$ cat config.mk
export PLATFORM = sky130hd
export DESIGN_NAME = level_generator_flat
export DESIGN_NICKNAME = d
export VERILOG_FILES = /design/src/rtl/level_generator_if.sv /design/src/rtl/level_generator.sv /design/src/flat_wrapper.sv
export SDC_FILE = /design/constraint.sdc
export NUM_CORES = 1
export LEC_CHECK = 0
export ABC_CLOCK_PERIOD_IN_PS = 2400
export BUFFER_PORTS_ARGS = -buffer_cell sky130_fd_sc_hd__buf_4
export CORE_MARGIN = 8
export CORE_UTILIZATION = 40
export CTS_CLUSTER_DIAMETER = 120
export DETAILED_ROUTE_END_ITERATION = 8
export GPL_TIMING_DRIVEN = 0
export MAX_ROUTING_LAYER = met4
export PLACE_DENSITY_LB_ADDON = 0.15
export SYNTH_ARGS = -nofsm -noshare
export SYNTH_HDL_FRONTEND = slang
export SYNTH_SLANG_ARGS = --single-unit
$ cat constraint.sdc
create_clock -name CLK100MHZ -period 2.4 [get_ports CLK100MHZ]
set_clock_uncertainty 0.15 [all_clocks]
set_input_delay 0.48 -clock CLK100MHZ [delete_from_list [all_inputs] [get_ports CLK100MHZ]]
set_output_delay 0.48 -clock CLK100MHZ [all_outputs]
set_load 0.1 [all_outputs]
$ cat src/rtl/level_generator_if.sv
// ============================================================================
// Module      : level_generator_if
// Description : Request/status bundle between a count source and the level
//               generator.
// Revision    : 1.0 - initial release
// ============================================================================
`default_nettype none

interface level_generator_if #(
  parameter int count_max = 8
);
  logic                 start;
  logic [count_max-1:0] hold_count;
  logic                 lv_out;
  logic                 busy;
  logic                 done;
  logic [count_max-1:0] remaining;

  modport master (
    output start,
    output hold_count,
    input  lv_out,
    input  busy,
    input  done,
    input  remaining
  );

  modport slave (
    input  start,
    input  hold_count,
    output lv_out,
    output busy,
    output done,
    output remaining
  );
endinterface

`default_nettype wire

$ cat src/rtl/level_generator.sv
// ============================================================================
// Module      : level_generator
// Description : Drives lv_out high for hold_count slow ticks, using its own
//               free-running tick divider. Optional macro
//               LEVEL_GEN_RETRIGGER_EN lets start reload the count while busy.
// Revision    : 1.0 - initial release
// ============================================================================
`default_nettype none

module level_generator #(
  parameter int count_max = 8,
  parameter int TICK_DIV  = 50_000_000
) (
  input  wire logic          CLK100MHZ,
  input  wire logic          reset,
  level_generator_if.slave   bus
);

  localparam int                c_TW        = $clog2(TICK_DIV);
  localparam logic [c_TW-1:0]   c_TICK_LAST = c_TW'(TICK_DIV - 1);
  localparam logic [1:0]        c_ST_IDLE   = 2'd0;
  localparam logic [1:0]        c_ST_ARM    = 2'd1;
  localparam logic [1:0]        c_ST_DRIVE  = 2'd2;

  logic [c_TW-1:0]      r_tick_cnt;
  logic [1:0]           r_state;
  logic                 r_lv;
  logic                 r_done;
  logic [count_max-1:0] r_remaining;

  logic w_tick;
  logic w_hold_zero;
  logic w_retrig;
  logic w_arm_cancel;

  assign w_tick      = (r_tick_cnt == c_TICK_LAST);
  assign w_hold_zero = (bus.hold_count == '0);

`ifdef LEVEL_GEN_RETRIGGER_EN
  assign w_retrig = bus.start;
`else
  assign w_retrig = 1'b0;
`endif

  // A zero reload while armed cancels the request at the next tick.
  assign w_arm_cancel = w_retrig ? w_hold_zero : (r_remaining == '0);

  always_ff @(posedge CLK100MHZ or negedge reset) begin
    if (!reset) begin
      r_tick_cnt <= '0;
    end else if (w_tick) begin
      r_tick_cnt <= '0;
    end else begin
      r_tick_cnt <= r_tick_cnt + c_TW'(1);
    end
  end

  always_ff @(posedge CLK100MHZ or negedge reset) begin
    if (!reset) begin
      r_state     <= c_ST_IDLE;
      r_lv        <= 1'b0;
      r_done      <= 1'b0;
      r_remaining <= '0;
    end else begin
      r_done <= 1'b0;
      case (r_state)
        c_ST_IDLE: begin
          // A tick coinciding with acceptance is deliberately not consumed.
          if (bus.start) begin
            if (!w_hold_zero) begin
              r_remaining <= bus.hold_count;
              r_state     <= c_ST_ARM;
            end else begin
              r_done <= 1'b1;
            end
          end
        end
        c_ST_ARM: begin
          if (w_retrig) begin
            r_remaining <= bus.hold_count;
          end
          if (w_tick) begin
            if (w_arm_cancel) begin
              r_state     <= c_ST_IDLE;
              r_done      <= 1'b1;
              r_remaining <= '0;
            end else begin
              r_state <= c_ST_DRIVE;
              r_lv    <= 1'b1;
            end
          end
        end
        c_ST_DRIVE: begin
          if (w_retrig && !w_hold_zero) begin
            r_remaining <= bus.hold_count;
          end else if (w_tick) begin
            if (w_retrig || (r_remaining <= count_max'(1))) begin
              r_state     <= c_ST_IDLE;
              r_lv        <= 1'b0;
              r_done      <= 1'b1;
              r_remaining <= '0;
            end else begin
              r_remaining <= r_remaining - count_max'(1);
            end
          end else if (w_retrig) begin
            r_remaining <= count_max'(1);
          end
        end
        default: begin
          r_state     <= c_ST_IDLE;
          r_lv        <= 1'b0;
          r_remaining <= '0;
        end
      endcase
    end
  end

  assign bus.lv_out    = r_lv;
  assign bus.busy      = (r_state != c_ST_IDLE);
  assign bus.done      = r_done;
  assign bus.remaining = r_remaining;

endmodule

`default_nettype wire

$ cat src/flat_wrapper.sv
// flat-port wrapper written by rule: the top's interface ports become plain ports
module level_generator_flat 
#(
  parameter int count_max = 8,
  parameter int TICK_DIV  = 50_000_000
)
  (CLK100MHZ, reset, bus_start, bus_hold_count, bus_lv_out, bus_busy, bus_done, bus_remaining);
  level_generator_if #(.count_max(count_max)) bus_i ();
  input  wire logic CLK100MHZ;
  input  wire logic reset;
  input wire logic [$bits(bus_i.start)-1:0] bus_start;
  input wire logic [$bits(bus_i.hold_count)-1:0] bus_hold_count;
  output wire logic [$bits(bus_i.lv_out)-1:0] bus_lv_out;
  output wire logic [$bits(bus_i.busy)-1:0] bus_busy;
  output wire logic [$bits(bus_i.done)-1:0] bus_done;
  output wire logic [$bits(bus_i.remaining)-1:0] bus_remaining;
  assign bus_i.start = bus_start;
  assign bus_i.hold_count = bus_hold_count;
  assign bus_lv_out = bus_i.lv_out;
  assign bus_busy = bus_i.busy;
  assign bus_done = bus_i.done;
  assign bus_remaining = bus_i.remaining;
  level_generator #(.count_max(count_max), .TICK_DIV(TICK_DIV)) u_core (.CLK100MHZ(CLK100MHZ), .reset(reset), .bus(bus_i));
endmodule
# After elaboration in Yosys (flattened, before gate mapping)
# Cells that the tools add are included.
# classes
n_addsub,2
n_mul,0
n_div,0
n_lt_le_gt_ge,1
eq_ne,10
n_shift,0
mux,27
n_bitwise,1
n_reduce_logical,7
# op_table
cell,count
8-bit two-way mux,6
"26-bit by 1-bit adder with 26-bit output, second input constant",1
"26-bit equality test, second input constant",1
26-bit two-way mux,1
8-bit one-hot mux with 3 select lines,1
8-bit logical NOT,2
5-bit AND reduction,3
2-bit two-way mux,6
1-bit two-way mux,10
"8-bit by 1-bit <= comparator with 1-bit output, second input constant",1
"2-bit by 1-bit inequality test with 1-bit output, second input constant",4
"8-bit by 1-bit subtractor with 8-bit output, second input constant",1
"2-bit inequality test, second input constant",3
1-bit one-hot mux with 3 select lines,2
2-bit one-hot mux with 3 select lines,1
"2-bit by 1-bit equality test with 1-bit output, second input constant",1
"2-bit equality test, second input constant",1
2-bit logical NOT,1
2-bit nonzero test,1
1-bit NOT,1
# totals
register_bits,38
latchBits,0
mem_bits_rw,0
rom_bits,0
inputBits,11
out_inout_bits,11
word_cells,53
n_memories,0

# Longest topological paths before layout
# logic_depth
word_depth,4
depth_mapped,7
ltp_nobuf,7

# Worst setup path before layout
# Ideal clock, no wire load.
# synth_timing
kind,register -> register
start,reg u_core.r_remaining[0] (netlist: u_core.bus.remaining[0])
end,reg u_core.r_remaining[1] (netlist: u_core.bus.remaining[1])
setup_time_ps,82
t_arrival_ps,2405
required_time_ps,2168
path_slack_ps,-237
stages_incl_launch_ff,8
n_path_buf,0
period_less_slack_ps,2637
cell_sequence,dfrtp_1 > inv_1 > ha_1 > or3b_1 > nor2_1 > and4_1 > o21ai_2 > mux2i_1
# synth_between
elab_chain_len,4
word_cells_on_any_way,8
classes_between,1 x add/sub; 1 x order compare; 1 x eq/ne; 3 x mux; 2 x reduce/logical
# synth_rtl
element,line_no,source
from (decl),level_generator.sv:29,logic [count_max-1:0] r_remaining;
from (signal assigned),level_generator.sv:71,r_remaining <= bus.hold_count;
from (signal assigned),level_generator.sv:80,r_remaining <= bus.hold_count;
from (signal assigned),level_generator.sv:95,r_remaining <= bus.hold_count;
8-bit by 1-bit subtractor with 8-bit output or 8-bit by 1-bit <= comparator with 1-bit output (tied branches),"level_generator.sv:103, level_generator.sv:97",
8-bit two-way mux,level_generator.sv:97,if (w_retrig || (r_remaining <= count_max'(1))) begin
8-bit two-way mux,level_generator.sv:96,end else if (w_tick) begin
8-bit one-hot mux with 3 select lines,level_generator.sv:66,case (r_state)
# Parallel ways exist; a longest one is shown, timed or not. The select of a mux whose other input is x is not followed.
# A chain may end at the register's enable or synchronous reset.

# Worst setup path in the final report
# layout_timing
start,reg u_core.r_remaining[6] (netlist: u_core.bus.remaining[6])
end,reg u_core.r_remaining[5] (netlist: u_core.bus.remaining[5])
# layout_between
elab_chain_len,4
word_cells_on_any_way,7
classes_between,1 x order compare; 1 x eq/ne; 3 x mux; 2 x reduce/logical
# layout_rtl
element,line_no
8-bit by 1-bit <= comparator with 1-bit output,level_generator.sv:97
8-bit two-way mux,level_generator.sv:97
8-bit two-way mux,level_generator.sv:96
8-bit one-hot mux with 3 select lines,level_generator.sv:66
# Parallel ways exist; a longest one is shown, timed or not. The select of a mux whose other input is x is not followed.

==> impl_metrics.json <==
{
  "p_int_mw": 1.471,
  "violations": "negative hold slack",
  "fp-row-count": 26,
  "synth.top_cells.by_count": "38 x dfrtp_1, 27 x nor2_1, 15 x xor2_1",
  "grt_pass1_wl_um": 8073,
  "max_stage_delay_ns": 0.51,
  "slew_violations": 0,
  "setup_viol": 0,
  "seq_power_share_pct": 28.3,
  "p_per_area_nw_per_um2": 1172,
  "drv_cap": 0,
  "synth_nets": 230,
  "ys.flop_type": "dfrtp_1",
  "wl_per_cell_um": 15.66,
  "yosysTopAreaCellShare_pct": 44.81,
  "dp_hpwl_um": 3453,
  "crit_path_end_kind": "flop",
  "clkTransAtPathRegs_ns": 0.08,
  "arrival_ns": 2.32,
  "ios": 22,
  "vias_per_cell": 5.481,
  "crit_family": "compound AO/OA/AOI/OAI gates",
  "core-area_um2": 5107,
  "synthesis.instances": 212,
  "grt_pass1_vias": 1643,
  "ys_warn_count": 0,
  "finalInstanceArea_um2": 2512,
  "clock-sinks": 38,
  "root_buffer": "clkbuf_8",
  "cts_tree": "done",
  "placed_area_um2": 2379,
  "synth_area_leaders": "dfrtp_1 45%, xor2_1 6.2%, nor2_1 4.8%, ha_1 4.1%, xnor2_1 3.7%",
  "final_net_count": 259,
  "pwr-share-comb_pct": 55.8,
  "cpMaxStageDelayCell": "or4_1",
  "grt_usage_pct": 13.62,
  "grt_overflow": 0,
  "max_freq_ghz": 0.4345,
  "tightest_slew_ns": 0.6486,
  "yosysMostFrequentCell": "dfrtp_1",
  "p_clk_share_pct": 15.9,
  "cts_buffers": 5,
  "synth-seq-area-share_pct": 44.81,
  "path_buf_inv": 1,
  "setup_tns_ns": 0,
  "fill_cells": 515,
  "dieWidth_um": 88.84,
  "antenna_found_initial": 0,
  "clk_path_buf_depth": 2,
  "min_period_ns": 2.301,
  "start_util_pct": 41.55,
  "critical_path.cell_chain": "or4_1, buf_2, o41a_4, o21ai_0, o211ai_1, o2bb2ai_1",
  "antenna_cells": 0,
  "yosysTopAreaCell": "dfrtp_1",
  "first_iter_violations": 93,
  "drc": 0,
  "p_sw_share_pct": 50.02,
  "cp_max_fo": 8,
  "die_area_um2": 7892,
  "rsz0062_at_grt": "true",
  "fin_crit_sh_pct": 95.89,
  "hold_ws_ns": -0.01156,
  "via_count": 1710,
  "drive_gt1_share_pct": 23.14,
  "synth_area_per_cell_um2": 10.01,
  "numPortBuffers": 21,
  "htree_levels": 2,
  "pre_cts_ws_ns": -0.02101,
  "die_height_um": 88.84,
  "hold_path.class": "in2async",
  "setup_ws_ns": 0.09873,
  "cp.required_ns": 2.42,
  "hold_viol": 17,
  "yosysUniqueCellTypes": 46,
  "grt_max_degree": 39,
  "start_kind": "flop",
  "gp_congestion": 0.8157,
  "ir_worst_vdd_mv": 1.041,
  "leakage_nw": 1.115,
  "clkLatencyLatePin_ns": 0.29,
  "maxSlewHeadroom_pct": 56.52,
  "wl_um": 4885,
  "synthToLayoutAreaGrowth_pct": 18.40,
  "async_flop_share_pct": 100.0,
  "worstSetupPathType": "reg2reg",
  "antenna_left": 0,
  "status": "complete, but fails checks",
  "synth-edff-count": 0,
  "synth_area_um2": 2122,
  "dr.pass1.iters": 4,
  "p_sw_mw": 1.473,
  "ys_seq_elements": 38
}
-- sequential cells by signal, indices dropped and copies added, names as in the netlist --
register,count
u_core.r_tick_cnt,26
u_core.bus.remaining,8
u_core.r_state,2
u_core.bus.done,1
u_core.bus.lv_out,1
-- layout make-up --
type                            instances  area (um2)  area share [%]
Timing Repair Buffer                   22       165.2           6.574
Buffer                                  6       27.53           1.096
Sequential cell                        38       962.2           38.30
Inverter                                8       30.03           1.195
Tap cell                               70       87.58           3.486
Clock buffer                            6       82.58           3.287
Clock inverter                          2       12.51          0.4980
Multi-Input combinational cell        160        1145           45.57
-- cell usage in the layout, fill, tap and decap left out, types with 4 or more instances in the layout --
cell	n
nor2_1	26
and3_1	6
nand4_1	10
nand3_1	14
dfrtp_1	31
clkbuf_8	6
xor2_1	15
xnor2_1	9
ha_1	6
inv_1	8
nor3_1	4
nand2_1	8
o21ai_1	4
buf_4	22
dfrtp_2	6
a21oi_1	6
o211ai_1	4
-- power by group through the flow --
stage                     Sequential [mW]  Clock [mW]  Combinational, mW
after floorplan                      1.28           0              0.813
after global placement              0.841           0               1.60
after detailed placement            0.842           0               1.60
after CTS                           0.830       0.479               1.61
after global routing                0.850       0.503               1.76
final                               0.834       0.469               1.64
-- kinds of logic after synthesis --
logic type	after synthesis	share of synthesized area, %
and+or+nand+nor	89	22.76
xor gates and xnor gates	24	9.906
DFF	38	44.81
buffers and inverters	14	2.594
adders and majority gates	7	4.127
AOI/OAI and AO/OA	37	14.39
muxes	3	1.415
-- path summary, 6_finish.rpt --
path                       depth (start not counted)  slack, ns                     from                       to
max                                                6        0.1  u_core.bus.remaining[6]  u_core.bus.remaining[5]
min                                                1      -0.01                    reset    u_core.r_tick_cnt[17]
max reg2reg                                        6        0.1  u_core.bus.remaining[6]  u_core.bus.remaining[5]
min reg2reg                                        1       0.33     u_core.r_tick_cnt[6]     u_core.r_tick_cnt[6]
max in group asynchronous                          1       1.73                    reset  u_core.bus.remaining[1]
min in group CLK100MHZ                             3       0.32        bus_hold_count[5]  u_core.bus.remaining[5]
-- metal layers --
metal | vias to the layer above | wire (um) | part of all wire (%) | GRT usage (%)
li1 | 830 | - | - | -
met5 | - | 0 | 0 | -
met1 | 845 | 2415 | 49 | 18.81
met4 | 0 | 71 | 1.5 | 5.530
met2 | 27 | 2239 | 46 | 18.80
met3 | 8 | 159 | 3.3 | 2.600
-- repair_timing --
action                                  CTS  global route
hold buffers                              0             0
endpoints found under the setup margin    7            16
pin swaps                                 1             1
setup buffers                             0             1
resized for setup                         2             6
-- through the flow --
| stage | util [%] | cells | power, mW |
|---|---|---|---|
| detailed placement | 46.57 | 303 | 2.442 |
| CTS | 48.48 | 311 | 2.915 |
| finish | 49.19 | 312 | 2.944 |
| floorplan | - | 212 | 2.091 |
| global placement | 46.57 | 303 | 2.446 |
| global route | 49.19 | 312 | 3.116 |
Power figures use the tool's default switching activity.
